[src/rtl/bomberman_copy_engine.sv]
// Copies a background or 8x8 sprite ROM region to the VGA write port, one pixel per cycle.
// Latency: first address 1 cycle after accept, pixel 1 cycle after its address; no backpressure, job runs to completion.
module bomberman_copy_engine #(
    parameter int SCREEN_W  = 160,
    parameter int SCREEN_H  = 120,
    parameter int SPRITE_SZ = 8,
    parameter int COLOUR_W  = 3,
    parameter int ADDR_W    = 15
) (
    input  logic                clock,
    input  logic                reset,
    input  logic                copy_enable,
    input  logic [1:0]          memory_select,
    input  logic                draw_t,
    input  logic                draw_p1,
    input  logic                draw_p2,
    input  logic [4:0]          tile_x,
    input  logic [3:0]          tile_y,
    input  logic [1:0]          tile_id,
    input  logic [7:0]          p1_x,
    input  logic [7:0]          p2_x,
    input  logic [6:0]          p1_y,
    input  logic [6:0]          p2_y,
    output logic [1:0]          rom_select,
    output logic [ADDR_W-1:0]   rom_addr,
    input  logic [COLOUR_W-1:0] rom_data,
    output logic [7:0]          vga_x,
    output logic [6:0]          vga_y,
    output logic [COLOUR_W-1:0] vga_colour,
    output logic                vga_plot,
    output logic                finished
);

    typedef enum logic [1:0] {IDLE, RUN, DRAIN, DONE} state_t;

    state_t              state_q, state_d;
    logic                bg_q, bg_d;
    logic                trans_q, trans_d;
    logic [8:0]          ox_q, ox_d;
    logic [7:0]          oy_q, oy_d;
    logic [7:0]          col_q, col_d;
    logic [6:0]          row_q, row_d;
    logic [1:0]          rom_select_q, rom_select_d;
    logic [ADDR_W-1:0]   rom_addr_q, rom_addr_d;
    logic [7:0]          vga_x_q, vga_x_d;
    logic [6:0]          vga_y_q, vga_y_d;
    logic                pix_vld_q, pix_vld_d;
    logic                finished_q, finished_d;

    logic [8:0]          x_sum;
    logic [7:0]          y_sum;
    logic [7:0]          col_last;
    logic [6:0]          row_last;
    logic [2:0]          idx;

    assign x_sum    = ox_q + 9'(col_q);
    assign y_sum    = oy_q + 8'(row_q);
    assign col_last = bg_q ? 8'(SCREEN_W - 1) : 8'(SPRITE_SZ - 1);
    assign row_last = bg_q ? 7'(SCREEN_H - 1) : 7'(SPRITE_SZ - 1);

    always_comb begin
        state_d      = state_q;
        bg_d         = bg_q;
        trans_d      = trans_q;
        ox_d         = ox_q;
        oy_d         = oy_q;
        col_d        = col_q;
        row_d        = row_q;
        rom_select_d = rom_select_q;
        rom_addr_d   = rom_addr_q;
        vga_x_d      = vga_x_q;
        vga_y_d      = vga_y_q;
        pix_vld_d    = 1'b0;
        finished_d   = 1'b0;
        idx          = 3'd0;

        case (state_q)
            IDLE: begin
                if (copy_enable) begin
                    rom_select_d = memory_select;
                    col_d        = '0;
                    row_d        = '0;
                    state_d      = RUN;
                    if (memory_select != 2'd3) begin
                        bg_d    = 1'b1;
                        trans_d = 1'b0;
                        ox_d    = '0;
                        oy_d    = '0;
                    end else begin
                        bg_d = 1'b0;
                        // Tile wins over players; a sprite job with no draw_* flag falls back to tile.
                        if (draw_t || (!draw_p1 && !draw_p2)) begin
                            idx     = {1'b0, tile_id};
                            trans_d = 1'b0;
                            ox_d    = 9'(tile_x) * 9'(SPRITE_SZ);
                            oy_d    = 8'(tile_y) * 8'(SPRITE_SZ);
                        end else if (draw_p1) begin
                            idx     = 3'd4;
                            trans_d = 1'b1;
                            ox_d    = {1'b0, p1_x};
                            oy_d    = {1'b0, p1_y};
                        end else begin
                            idx     = 3'd5;
                            trans_d = 1'b1;
                            ox_d    = {1'b0, p2_x};
                            oy_d    = {1'b0, p2_y};
                        end
                    end
                    // Both region layouts are row-major with col fastest, so addresses just increment.
                    rom_addr_d = bg_d ? '0 : ADDR_W'(idx) * ADDR_W'(SPRITE_SZ * SPRITE_SZ);
                end
            end
            RUN: begin
                vga_x_d   = x_sum[7:0];
                vga_y_d   = y_sum[6:0];
                pix_vld_d = (x_sum < 9'(SCREEN_W)) && (y_sum < 8'(SCREEN_H));
                if (col_q == col_last && row_q == row_last) begin
                    state_d = DRAIN;
                end else begin
                    rom_addr_d = rom_addr_q + ADDR_W'(1);
                    if (col_q == col_last) begin
                        col_d = '0;
                        row_d = row_q + 7'd1;
                    end else begin
                        col_d = col_q + 8'd1;
                    end
                end
            end
            DRAIN: begin
                finished_d = 1'b1;
                state_d    = DONE;
            end
            default: begin
                state_d = IDLE;
            end
        endcase
    end

    always_ff @(posedge clock) begin
        if (reset) begin
            state_q      <= IDLE;
            bg_q         <= 1'b0;
            trans_q      <= 1'b0;
            ox_q         <= '0;
            oy_q         <= '0;
            col_q        <= '0;
            row_q        <= '0;
            rom_select_q <= '0;
            rom_addr_q   <= '0;
            vga_x_q      <= '0;
            vga_y_q      <= '0;
            pix_vld_q    <= 1'b0;
            finished_q   <= 1'b0;
        end else begin
            state_q      <= state_d;
            bg_q         <= bg_d;
            trans_q      <= trans_d;
            ox_q         <= ox_d;
            oy_q         <= oy_d;
            col_q        <= col_d;
            row_q        <= row_d;
            rom_select_q <= rom_select_d;
            rom_addr_q   <= rom_addr_d;
            vga_x_q      <= vga_x_d;
            vga_y_q      <= vga_y_d;
            pix_vld_q    <= pix_vld_d;
            finished_q   <= finished_d;
        end
    end

    // rom_data arrives in the same cycle as its registered coordinates, so colour and transparency stay combinational.
    assign rom_select = rom_select_q;
    assign rom_addr   = rom_addr_q;
    assign vga_x      = vga_x_q;
    assign vga_y      = vga_y_q;
    assign vga_colour = pix_vld_q ? rom_data : '0;
    assign vga_plot   = pix_vld_q && !(trans_q && rom_data == '0);
    assign finished   = finished_q;

endmodule

[config.mk]
export PLATFORM = sky130hd
export DESIGN_NAME = bomberman_copy_engine
export DESIGN_NICKNAME = d
export VERILOG_FILES = /design/src/rtl/bomberman_copy_engine.sv
export SDC_FILE = /design/constraint.sdc
export NUM_CORES = 1
export LEC_CHECK = 0
export CAP_MARGIN = 20
export CORE_MARGIN = 3
export CORE_UTILIZATION = 40
export CTS_CLUSTER_DIAMETER = 200
export DETAILED_ROUTE_END_ITERATION = 10
export GPL_TIMING_DRIVEN = 0
export PLACE_DENSITY = 0.66
export SYNTH_ARGS = -nofsm -noshare
export SYNTH_HDL_FRONTEND = slang
export SYNTH_SLANG_ARGS = --single-unit
[constraint.sdc]
create_clock -name clock -period 2.3 [get_ports clock]
set_input_delay 0.69 -clock clock [delete_from_list [all_inputs] [get_ports clock]]
set_output_delay 0.69 -clock clock [all_outputs]
set_load 0.05 [all_outputs]
* Yosys cells after proc, flatten, opt, wreduce, memory -nomap -nowiden *
Cells that the tools add are included.

word-level totals
  output and inout bits = 37
  input bits = 52
  word-level logic and storage cells = 80
  bits in registers = 70

cells by class
  bitwise operators = 1
  muxes and demuxes = 33
  reductions and logical operators = 17
  equality and inequality tests = 9
  magnitude comparators = 2
  add/sub/neg operators = 5

operators by type and width
  operator                                                                      number
  8-bit two-way mux                                                             7
  7-bit two-way mux                                                             7
  15-bit two-way mux                                                            2
  15-bit one-hot mux with 2 select lines                                        1
  8-bit one-hot mux with 2 select lines                                         1
  15-bit by 1-bit adder with 15-bit output, second input constant               1
  7-bit one-hot mux with 2 select lines                                         1
  2-bit inequality test, second input constant                                  5
  9-bit by 8-bit adder with 9-bit output                                        1
  9-bit by 8-bit less-than comparator with 1-bit output, second input constant  1
  3-bit two-way mux                                                             3
  9-bit two-way mux                                                             1
  8-bit by 1-bit adder with 8-bit output, second input constant                 1
  8-bit by 7-bit adder with 8-bit output                                        1
  8-bit == test                                                                 1
  8-bit by 7-bit less-than comparator with 1-bit output, second input constant  1
  7-bit by 1-bit adder with 7-bit output, second input constant                 1
  7-bit == test                                                                 1
  1-bit two-way mux                                                             7
  2-bit one-hot mux with 3 select lines                                         1
  1-bit logical AND                                                             5
  2-bit two-way mux                                                             2
  2-bit AND reduction                                                           2
  4-bit AND reduction                                                           1
  other kinds (10)                                                              12

* Depth between registers and ports, before layout *
Gate-level depths: netlist of the first run.

  word-level depth = 8
  mapped depth = 10

* Least setup slack after synthesis of the first run *
OpenSTA, ideal clock, no wires.

  path kind = register -> register
  start point = register rom_addr_q[0], in the netlist rom_addr[0]
  end point = register rom_addr_q[14], in the netlist rom_addr[14]
  period minus slack after synthesis = 2133 ps
  cell stages (with the launch flop) = 8
  data required time = 2168 ps
  data arrival time = 2001 ps
  slack = 167 ps
  cell sequence = dfxtp_1 -> ha_1 -> nand3_1 -> nor4_1 -> nand3_1 -> and2_1 -> o21ai_1 -> a21oi_1

between the ends
  longest elaborated chain between the ends = 3

RTL lines
  item                                      RTL line  RTL
  from (decl)                               44        logic [ADDR_W-1:0] rom_addr_q, rom_addr_d;
  from (signal assigned)                    163       rom_addr_q <= rom_addr_d;
  15-bit by 1-bit adder with 15-bit output  120       rom_addr_d = rom_addr_q + ADDR_W'(1);
  15-bit two-way mux                        117       if (col_q == col_last && row_q == row_last) begin
  15-bit one-hot mux with 2 select lines    77        case (state_q)

No other way between the ends. The select of a mux whose other input is x is not followed.
A chain may end at the register's enable or synchronous reset.

* Worst setup path after layout of the first run *
  start point = register rom_addr_q[6], in the netlist rom_addr[6]
  end point = output rom_addr[6]

RTL lines
  item       RTL line  RTL
  to (decl)  25        output logic [ADDR_W-1:0] rom_addr,

No word-level cell between the ends.

==> summary.txt, run 1 <==
Status
  • Outcome: finished, final reports clean

Synthesis
  • Main flop type after synthesis: sky130_fd_sc_hd__dfxtp_1
  • Share of the synthesized area in the top cell type: 33.9%
  • YS warnings: 0
  • Leading cell type by number of instances after synthesis: sky130_fd_sc_hd__nor2_1
  • Leading cell types by count after synthesis: sky130_fd_sc_hd__nor2_1 (77), sky130_fd_sc_hd__dfxtp_1 (68), sky130_fd_sc_hd__a21oi_1 (47), sky130_fd_sc_hd__nand2_1 (34), sky130_fd_sc_hd__nand3_1 (23)
  • Top cells by area, synth: sky130_fd_sc_hd__dfxtp_1 (34%), sky130_fd_sc_hd__nor2_1 (7.2%), sky130_fd_sc_hd__ha_1 (6.5%)
  • Sequential element share of the synthesized area: about a third
  • Yosys cell types: 64
  • Number of nets in the synthesized netlist: 569
  • Mean area per synthesized cell: 8.13 sq um
  • Post-synthesis cell type with the largest combined area: sky130_fd_sc_hd__dfxtp_1
  • Async set-or-reset flop fraction in the synthesized netlist: 0%
  • Cell Area, Synth: 4020 sq um
  • Number of instances in the synthesized netlist: 494
  • Register bit count reported by yosys: 68
  • Count of flip-flops with a built-in enable after synthesis: 0

Critical path
  • Critical Path Start Type: register
  • Path type of the worst setup path: reg2out
  • Slowest cell on the critical path: sky130_fd_sc_hd__clkdlybuf4s50_1
  • Peak per-stage delay on the critical path: 830 ps
  • Cell-by-cell trace of the critical path: clkdlybuf4s50_1
  • Worst reg2reg path endpoint: pix_vld_q
  • Source of the worst register-to-register timing path: col_q[0]
  • Biggest fanout along the worst timing path: 4
  • Family of cells with the greatest summed delay on the critical path: buffers and inverters
  • R2R cell count: 9
  • Buffers plus inverters on the worst setup path: 1
  • Crit path capture type: output port
  • Setup slack on the worst flop-to-flop path: 40 ps
  • Req. time, crit path: 1610 ps
  • Data arrival time of the critical path: about 1600 ps

Final layout
  • Post-route cell area: about 5300 sq um
  • Fraction of layout cells with a size suffix above 1: 11.6%
  • Area delta synth->final: 32.7%
  • Count of inserted antenna diode cells: 0
  • Final core utilization: 56.1%
  • Number of standard cells in the layout, taps in and fillers out: around 730
  • Total Nets Final: 672

Power and ir drop
  • Leak: 2.16 nW
  • Total power: 3.90 mW
  • Worst-case vdd ir drop: 0.389 mV
  • Total power per unit cell area: 731 nW/um^2

Routing
  • Detailed Route WL: 12.0 mm
  • Vias after detailed routing: between 4000 and 5000
  • First-pass iteration count of the detailed router: 5
  • Wire length per cell: ~16 um
  • Initial detailed-routing violation count: about 180
  • Avg Vias per Cell: 5.49
  • Final ANT Viol Nets: 0
  • Detailed-route DRC error count: 0

Timing
  • Crit path time final: 2260 ps
  • Worst slew pin tran: 831 ps
  • Maximum frequency from static timing analysis: 443 MHz
  • Post-route fraction of the period consumed by the critical path: 98.2%
  • Relative slew slack: 44.6%
  • Count of final max-slew check failures: 0
  • Number of hold violations in the final report: 0
  • RSZ-0062 raised after global routing: yes
  • Number of endpoints failing setup at the final stage: 0
  • Final Skew: 8.06 ps

Min path
  • Start point of the worst hold path: rom_select[0]
  • Class of the tightest hold or removal check: reg2reg
  • Min-Delay Path Depth: 2
  • End point of the most critical hold path: rom_select[0]

Global route
  • First-pass GRT wire length: ~19 mm
  • Pin count of the biggest net entering global routing: 12
  • Initial antenna violation count: 0
  • Final global-route overflow total: 0
  • GRT Util Overall: 21.3%
  • Via count of the first global-routing pass: between 3000 and 4000

Floorplanning
  • X dimension of the die: 106 um
  • Die boundary height: about 110 um
  • Core area: 9500 sq um
  • Number of rows in the core area: 35
  • Number of top-level design ports: 89
  • Area of the die: 11300 sq um
  • Initial Util: 42.3%

Clocking
  • Max Buffers Root-to-Sink: 2
  • Number of CTS-inserted buffers: 9
  • Count of H-tree levels built during CTS: 3
  • Clock slew seen by the registers of the worst setup and hold paths: 70 ps
  • Clock sink count: 68
  • CTS Root Cell: sky130_fd_sc_hd__clkbuf_8
  • Clk_lat worst skew: 360 ps
  • CTS tree: done

Flow run
  • Max-cap violations: 0

Place
  • Input/output buffers: 86
  • DP Area: 5040 sq um
  • HPWL Detailed: approximately 9 mm
  • Gpl congestion: 0.865
  • Total placed cells including tap cells: 709
[flip-flops by register name, summed over array words and instances, names as in the netlist, 7 cells and up]
signal / cells
rom_addr: 15
ox_q: 8
vga_y: 7
oy_q: 7
vga_x: 8
row_q: 7
col_q: 8
[worst max path at each step]
stage / to / startpoint / slack, ps / cells after the start
floorplan: rom_addr[14] / rom_addr[0] / 170 / 7
global placement: oy_q[6] / draw_p2 / -600 / 8
detailed placement: oy_q[6] / draw_p2 / -680 / 8
CTS: vga_plot / rom_data[1] / -80 / 3
global route: pix_vld_q / col_q[0] / -60 / 9
finish: rom_addr[6] / rom_addr[6] / 40 / 1
[power by group]
group	switching [mW]	leakage (nW)	internal, mW	total [mW]
combinational	1.04	1.52	0.584	1.63
clock	0.476	0.0889	0.413	0.889
sequential	0.0893	0.553	1.29	1.38
[placed cells by master (no fill, tap or decap), drive strengths merged, types with 18 or more instances in the layout]
cell type,netlist,routed
dfxtp,68,68
a211oi,18,18
nand2,35,35
clkdlybuf4s50,0,66
mux2i,18,18
a21oi,48,48
nand3,23,23
o21ai,24,24
nor2,77,77
clkbuf,9,20
ha,21,21
buf,12,22
[layer usage]
metal | global-route usage [%] | vias to the layer above | share of wire, %
met3 | 4.61 | 10 | 7.5
li1 | - | 1974 | -
met5 | 0 | - | 0
met2 | 36.5 | 147 | 48
met1 | 27.0 | 1881 | 44
met4 | 5.74 | 0 | 0.99
[timing repair]
action                     CTS  global route
resized for setup           41            26
setup buffers                1             5
hold buffers                 0             0
pin swaps                    1             6
setup endpoints to repair   32            17
[kinds of logic (layout without fill, tap and decap cells)]
logic type,count (synthesis),count (layout),share of synthesized area [%]
simple gates,207,207,25.2
buf+inv,35,143,4.11
xor+xnor,12,12,2.62
flops,68,68,33.9
compound gates,124,124,20.2
fa+ha+maj,23,23,7.54
mux,25,25,6.45
[worst register-to-register path, cell delays in order, from the launching register on]
cell	delay, ps
sky130_fd_sc_hd__dfxtp_4	380
sky130_fd_sc_hd__ha_2	190
sky130_fd_sc_hd__inv_1	60
sky130_fd_sc_hd__fa_1	400
sky130_fd_sc_hd__nand2b_4	180
sky130_fd_sc_hd__a21oi_4	170
sky130_fd_sc_hd__or3_1	130
sky130_fd_sc_hd__a22o_1	190
sky130_fd_sc_hd__o21bai_1	100
sky130_fd_sc_hd__a2111oi_2	350
[through the flow]
stage	TNS (ps)	hold WS [ps]	setup slack [ps]
final	0	460	42.2
after global routing	-103	477	-60.0
after CTS	-80.3	458	-80.3
after detailed placement	-16340	448	-677
after global placement	-15220	451	-601
after floorplan	0	457	167
[area by class of cell]
class | instances | area [sq um]
plain buffers | 22 | 120
clock buffers | 11 | 141
clock inverters | 5 | 27.5
fillers | 931 | 4170
inverters | 13 | 48.8
multi-input cells | 391 | 2560
flip-flops and latches | 68 | 1370
well taps | 129 | 161
repair buffers | 92 | 898
No activity file was read; power rests on OpenSTA's default activity.
==> inputs of run 2 (changes only) <==
- CORE_UTILIZATION: 40 -> 50
- PLACE_DENSITY: 0.66 -> 0.79
- clock period: 2.3 -> 2.1 ns (I/O delays scaled with it)
==> run 2 against run 1 <==
Clock skew grew 1.0 ps. Utilization increased by 17 points. The flow now finishes with violations (setup timing). Cell count fell by 1.8%. Critical path type is now reg2reg. Die area fell by 19%. Hold slack worse by 4.3 ps. Clock-buffer cell count unchanged. Critical endpoint is now row_q[3].
==> summary.txt, run 2 (same netlist as run 1, synthesis figures left out) <==
Final layout
  • Total Nets Final: 688 (+2.4%)
  • Filler Cell Count: 616 (-34%)
  • Area delta synth->final: 40.5%
  • Post-route cell area: 5640 sq um (+5.8%)
  • Most common cell after layout, fill and taps aside: sky130_fd_sc_hd__nor2_1
  • Fraction of layout cells with a size suffix above 1: 21.3% (+9.6 points)
  • Commonest cells after routing, fill and taps aside: sky130_fd_sc_hd__nor2_1 (75), sky130_fd_sc_hd__dfxtp_1 (55), sky130_fd_sc_hd__clkdlybuf4s50_1 (46)
  • Count of inserted antenna diode cells: 0 (unchanged)
  • Multi-input logic area: 2780 sq um (+8.7%)
  • Register area: 1390 sq um (+0.91%)
  • Largest register FFs: 15 (unchanged)

Floorplanning
  • Die boundary height: 95.6 um (-10%)
  • Number of rows in the core area: 32 (-8.6%)
  • Initial Util: 51.7% (+9.4 points)
  • Number of top-level design ports: 89 (unchanged)
  • Area of the die: 9140 sq um (-19%)
  • X dimension of the die: 95.6 um (-10%)
  • Core area: 7770 sq um (-18%)

Timing
  • Final Worst Setup Slack: -83.1 ps (-125 ps)
  • Number of endpoints failing setup at the final stage: 10 (+10)
  • Final Skew: 9.06 ps (+0.999 ps)
  • Worst slew pin tran: 818 ps (-12.4 ps)
  • Relative slew slack: 45.5% (+0.83 points)
  • Count of final max-slew check failures: 0 (unchanged)
  • Post-route fraction of the period consumed by the critical path: 104%
  • Crit path time final: 2180 ps
  • RSZ-0062 raised after global routing: yes
  • Setup TNS: -339 ps (-339 ps)
  • Maximum frequency from static timing analysis: about 460 MHz
  • Number of hold violations in the final report: 0 (unchanged)

Place
  • DP Area: 5010 sq um (-0.55%)
  • HPWL Detailed: 8.63 mm (-4.4%)
  • Input/output buffers: 86 (unchanged)
  • Gpl congestion: 0.878 (+1.4%)

Power and ir drop
  • Total power per unit cell area: 793 nW/um^2 (+8.4%)
  • Worst-case vdd ir drop: 0.521 mV (+34%)
  • Clk pwr share: 20.5% (-2.3 points)
  • Total power: 4.47 mW (+15%)
  • Leak: 2.32 nW (+7.2%)
  • Internal power: 2.61 mW (+14%)
  • Reg power frac: 34.0% (-1.4 points)
  • Sw frac: 41.6% (+0.34 points)
  • Share of power burned in combinational logic: 45.5% (+3.7 points)
  • Switching power summed over all nets: 1.86 mW (+16%)

Global route
  • Initial antenna violation count: 0 (unchanged)
  • Met3 capacity usage during global routing: 4.34% (-0.27 points)
  • Routing usage on met1: 32.0% (+5.0 points)
  • First-pass GRT wire length: 18.9 mm (-1.5%)
  • GRT Util Overall: 26.8% (+5.5 points)
  • Pin count of the biggest net entering global routing: 11 (-1)
  • Final global-route overflow total: 0 (unchanged)
  • Met2 track demand over resource in global routing: 46.4% (+9.9 points)
  • Via count of the first global-routing pass: 3969 (+1.6%)
  • Peak-usage layer in the global routing report: met2

Clocking
  • Count of H-tree levels built during CTS: 3 (unchanged)
  • CTS Root Cell: sky130_fd_sc_hd__clkbuf_8
  • Clk_lat worst skew: 350 ps (about the same)
  • Cts hold-fix bufs: 0 (unchanged)
  • Number of CTS-inserted buffers: 9 (unchanged)
  • Clock sink count: 68 (unchanged)
  • CTS tree: done
  • Clock slew seen by the registers of the worst setup and hold paths: 70 ps (about the same)
  • Max Buffers Root-to-Sink: 2 (unchanged)

Flow run
  • Max-cap violations: 0 (unchanged)

Critical path
  • R2R cell count: 6 (-3)
  • Critical Path Start Type: register
  • Source of the worst register-to-register timing path: row_q[6]
  • Data arrival time of the critical path: 2420 ps (+850 ps)
  • Crit path capture type: register
  • Slowest cell on the critical path: sky130_fd_sc_hd__or4_4
  • Cell-by-cell trace of the critical path: or4_4, a211o_1, a21o_1, buf_6, and2_4, a221o_1
  • Path type of the worst setup path: reg2reg
  • Worst reg2reg path endpoint: row_q[3]
  • Family of cells with the greatest summed delay on the critical path: compound AO/OA/AOI/OAI gates
  • Peak per-stage delay on the critical path: 560 ps (-270 ps)
  • Biggest fanout along the worst timing path: 5 (+1)
  • Setup slack on the worst flop-to-flop path: -80 ps (-130 ps)
  • Req. time, crit path: 2330 ps (+720 ps)
  • Buffers plus inverters on the worst setup path: 1 (unchanged)

Routing
  • Avg Vias per Cell: 5.82 (+6.0%)
  • Detailed-route DRC error count: 0 (unchanged)
  • Wire length per cell: 16.9 um (+2.6%)
  • First-pass iteration count of the detailed router: 5 (unchanged)
  • Vias after detailed routing: 4178 (+4.1%)
  • Final ANT Viol Nets: 0 (unchanged)
  • Initial detailed-routing violation count: 202 (+10%)
  • Detailed Route WL: 12.1 mm (+0.73%)

Min path
  • Start point of the worst hold path: rom_select[0]
  • Class of the tightest hold or removal check: reg2reg
  • End point of the most critical hold path: rom_select[0]
  • Min-Delay Path Depth: 2 (unchanged)

Status
  • Outcome: complete, but fails checks
  • Violations in the final reports: setup timing
[run 2: layer usage]
metal	vias up	wire, um
li1	2015	-
met1	1963	4840
met2	169	6140
met3	31	726
met4	0	400
met5	-	0
[run 2: how the worst max path moves through the flow]
stage | to | start | cells past startpoint
floorplan | pix_vld_q | col_q[0] | 9
global placement | vga_plot | rom_data[1] | 3
detailed placement | vga_plot | rom_data[1] | 3
CTS | vga_plot | rom_data[1] | 3
global route | row_q[3] | col_q[0] | 7
finish | row_q[3] | row_q[6] | 6
[run 2: through the flow]
| step | worst slack [ps] | utilization [%] | hold WS, ps | instances |
|---|---|---|---|---|
| final | -83.1 | 72.6 | 455 | 718 |
| after global routing | -124 | 72.6 | 467 | 718 |
| after CTS | -160 | 69.0 | 454 | 707 |
| after detailed placement | -683 | 64.5 | 447 | 682 |
| after global placement | -670 | 64.5 | 446 | 682 |
| after floorplan | 11.4 | - | 457 | 494 |
[run 2: repair_timing]
action                     4_1_cts  5_1_grt
pin swaps                        8       34
buffers inserted                11       13
resized for setup               99       60
setup endpoints to repair       81       49
[run 2: area by class of cell]
class / count / share of cell area (%)
plain buffers: 20 / 2.13
repair buffers: 110 / 18.1
clock buffers: 11 / 2.51
well taps: 102 / 2.26
inverters: 13 / 0.865
flip-flops and latches: 68 / 24.6
clock inverters: 3 / 0.266
multi-input cells: 391 / 49.3
[run 2: worst reg2reg max path, cell delays in order (launching register included)]
cell                      delay, ps
sky130_fd_sc_hd__dfxtp_4        350
sky130_fd_sc_hd__or4_4          560
sky130_fd_sc_hd__a211o_1        280
sky130_fd_sc_hd__a21o_1         230
sky130_fd_sc_hd__buf_6          150
sky130_fd_sc_hd__and2_4         170
sky130_fd_sc_hd__a221o_1        330
[run 2: power by group through the flow]
stage          logic (mW)  registers [mW]  clock network (mW)
4_1_cts              1.84            1.51               0.932
3_3_place_gp         1.66            1.53                   0
5_1_grt              2.17            1.53               0.984
2_1_floorplan       0.949            1.71                   0
6_report             2.04            1.52               0.916
3_5_place_dp         1.70            1.53                   0
==> inputs of run 3 (changes only) <==
- GPL_TIMING_DRIVEN: 0 -> 1
==> run 3 against run 2 <==
The run still ends with setup timing left. Combinational power is 4% lower. Total power rose by 2.2%. Utilization increased by 0.39 points. Clock-buffer cell count unchanged. Fmax is 2.3% higher. Non-clock buffer count is 14 higher. Setup slack improved by 49 ps. Sequential power is essentially flat. Die area did not move. Sequential cell count did not move. Clock power up 21%.
==> summary.txt, run 3 (same netlist as run 1, synthesis figures left out) <==
Routing
  • Final ANT Viol Nets: 0 (unchanged)
  • First-pass iteration count of the detailed router: 5 (unchanged)
  • Wire length per cell: 15.6 um (-7.3%)
  • Avg Vias per Cell: 5.67 (-2.5%)
  • Initial detailed-routing violation count: 184 (-8.9%)
  • Detailed-route DRC error count: 0 (unchanged)
  • Detailed Route WL: 11.5 mm (-5.1%)
  • Vias after detailed routing: 4168 (-0.24%)

Critical path
  • Biggest fanout along the worst timing path: 4 (-1)
  • Slowest cell on the critical path: sky130_fd_sc_hd__a2111o_1
  • Cell-by-cell trace of the critical path: ha_4, inv_2, fa_2, nand2b_4, a21oi_4, o21ai_2, nand2_1, a2111o_1, a2111oi_4
  • Req. time, crit path: 2340 ps (about the same)
  • Path type of the worst setup path: reg2reg
  • Family of cells with the greatest summed delay on the critical path: compound AO/OA/AOI/OAI gates
  • Peak per-stage delay on the critical path: 400 ps (-160 ps)
  • Setup slack on the worst flop-to-flop path: -30 ps (+50 ps)
  • Critical Path Start Type: register
  • Buffers plus inverters on the worst setup path: 1 (unchanged)
  • Crit path capture type: register
  • Data arrival time of the critical path: 2370 ps (-50 ps)

Clocking
  • Count of H-tree levels built during CTS: 3 (unchanged)
  • Clock sink count: 68 (unchanged)
  • Max Buffers Root-to-Sink: 2 (unchanged)
  • CTS Root Cell: sky130_fd_sc_hd__clkbuf_8
  • Clock slew seen by the registers of the worst setup and hold paths: 80 ps (about the same)
  • Number of CTS-inserted buffers: 9 (unchanged)
  • CTS tree: done
  • Clk_lat worst skew: 350 ps (about the same)

Timing
  • Crit path time final: 2130 ps (-49.1 ps)
  • Number of hold violations in the final report: 0 (unchanged)
  • Relative slew slack: 60.2% (+15 points)
  • RSZ-0062 raised after global routing: yes
  • Number of endpoints failing setup at the final stage: 2 (-8)
  • Post-route fraction of the period consumed by the critical path: 102% (-2.3 points)
  • Final Skew: 10.5 ps (+1.45 ps)
  • Final Worst Setup Slack: -34.0 ps (+49.1 ps)
  • Setup TNS: -53.2 ps (+285 ps)
  • Worst slew pin tran: 588 ps (-230 ps)
  • Count of final max-slew check failures: 0 (unchanged)
  • Maximum frequency from static timing analysis: 469 MHz (+2.3%)

Floorplanning
  • Core area: 7770 sq um (unchanged)
  • Die boundary height: 95.6 um (unchanged)
  • Number of rows in the core area: 32 (unchanged)
  • X dimension of the die: 95.6 um (unchanged)
  • Initial Util: 51.7% (unchanged)
  • Number of top-level design ports: 89 (unchanged)
  • Area of the die: 9140 sq um (unchanged)

Power and ir drop
  • Worst-case vdd ir drop: 0.628 mV (+21%)
  • Leak: 2.33 nW (+0.41%)
  • Total power per unit cell area: 806 nW/um^2 (+1.7%)

Global route
  • Routing usage on met1: 28.9% (-3.1 points)
  • Via count of the first global-routing pass: 4075 (+2.7%)
  • Initial antenna violation count: 0 (unchanged)
  • Final global-route overflow total: 0 (unchanged)
  • Peak-usage layer in the global routing report: met2
  • Met3 capacity usage during global routing: 5.68% (+1.3 points)
  • Met2 track demand over resource in global routing: 46.0% (-0.35 points)
  • First-pass GRT wire length: 18.1 mm (-4.2%)
  • Pin count of the biggest net entering global routing: 25 (+14)
  • GRT Util Overall: 25.1% (-1.8 points)

Flow run
  • Max-cap violations: 0 (unchanged)

Final layout
  • Most common cell after layout, fill and taps aside: sky130_fd_sc_hd__buf_4
  • Count of inserted antenna diode cells: 0 (unchanged)
  • Commonest cells after routing, fill and taps aside: sky130_fd_sc_hd__buf_4 (88), sky130_fd_sc_hd__nor2_1 (77), sky130_fd_sc_hd__dfxtp_1 (60)
  • Area delta synth->final: 41.2%
  • Total Nets Final: 703 (+2.2%)
  • Largest register FFs: 15 (unchanged)
  • Final core utilization: 73.0% (+0.39 points)
  • Fraction of layout cells with a size suffix above 1: 26.5% (+5.3 points)
  • Number of standard cells in the layout, taps in and fillers out: 735 (+2.4%)

Place
  • HPWL Detailed: 8.52 mm (-1.3%)
  • Gpl congestion: 0.919 (+4.7%)
  • Pre-CTS WS: -605 ps (+77.6 ps)
  • Total placed cells including tap cells: 708 (+3.8%)
  • Input/output buffers: 88 (+2.3%)

Status
  • Outcome: complete, but fails checks
  • Violations in the final reports: setup timing

Min path
  • Class of the tightest hold or removal check: reg2reg
==> run 3: changes by cell type in the layout (fill, tap and decap cells not counted), moves of 4 or more <==
cell	previous run	this run
sky130_fd_sc_hd__o21ai_1	10	5
sky130_fd_sc_hd__buf_6	7	2
sky130_fd_sc_hd__nand3_2	5	1
sky130_fd_sc_hd__clkbuf_1	7	0
sky130_fd_sc_hd__buf_4	24	88
sky130_fd_sc_hd__buf_1	5	0
sky130_fd_sc_hd__nand3_1	18	22
sky130_fd_sc_hd__dlygate4sd2_1	33	2
sky130_fd_sc_hd__dfxtp_1	55	60
sky130_fd_sc_hd__o21ai_0	9	17
==> run 3: stage by stage <==
| stage | power, mW | cell area, sq um | hold slack (ps) |
|---|---|---|---|
| after floorplan | 2.66 | 4020 | 457 |
| after global placement | 3.27 | 5200 | 448 |
| after detailed placement | 3.32 | 5200 | 461 |
| after CTS | 4.48 | 5520 | 471 |
| after global routing | 4.80 | 5670 | 501 |
| final | 4.57 | 5670 | 473 |
==> run 3: layout make-up <==
cell class	count	area [sq um]
clock inverters	5	50.0
repair buffers	144	1250
clock buffers	11	151
flip-flops and latches	68	1370
multi-input cells	392	2670
fillers	562	2100
well taps	102	128
inverters	13	48.8
==> run 3: final timing paths <==
kind,from,cells after the start,to
setup reg to reg,col_q[0],9,pix_vld_q
setup / recovery,col_q[0],9,pix_vld_q
hold reg to reg,rom_select[1],2,rom_select[1]
hold / removal,rom_select[1],2,rom_select[1]
==> run 3: worst min-delay path, stage by stage (launching register included) <==
cell and delay [ps]:
sky130_fd_sc_hd__dfxtp_1 320, sky130_fd_sc_hd__nand2_1 60, sky130_fd_sc_hd__a21oi_1 50
==> run 3: repair_timing <==
item | 4_1_cts | 5_1_grt
endpoints found under the setup margin | 22 | 30
hold buffers | 0 | 0
cloned | 0 | 1
pin swaps | 11 | 19
buffers inserted | 3 | 8
gates resized for setup | 27 | 26
==> run 3: where the power goes <==
part           internal (mW)  switching [mW]
clock                  0.605           0.507
sequential              1.41          0.0932
combinational          0.805            1.15
total                   2.82            1.75
==> run 3: routing by layer <==
metal / vias up / routed length [um]
met1: 1967 / 4660
met2: 133 / 5950
met5: - / 0
met3: 24 / 653
met4: 0 / 230
li1: 2044 / -
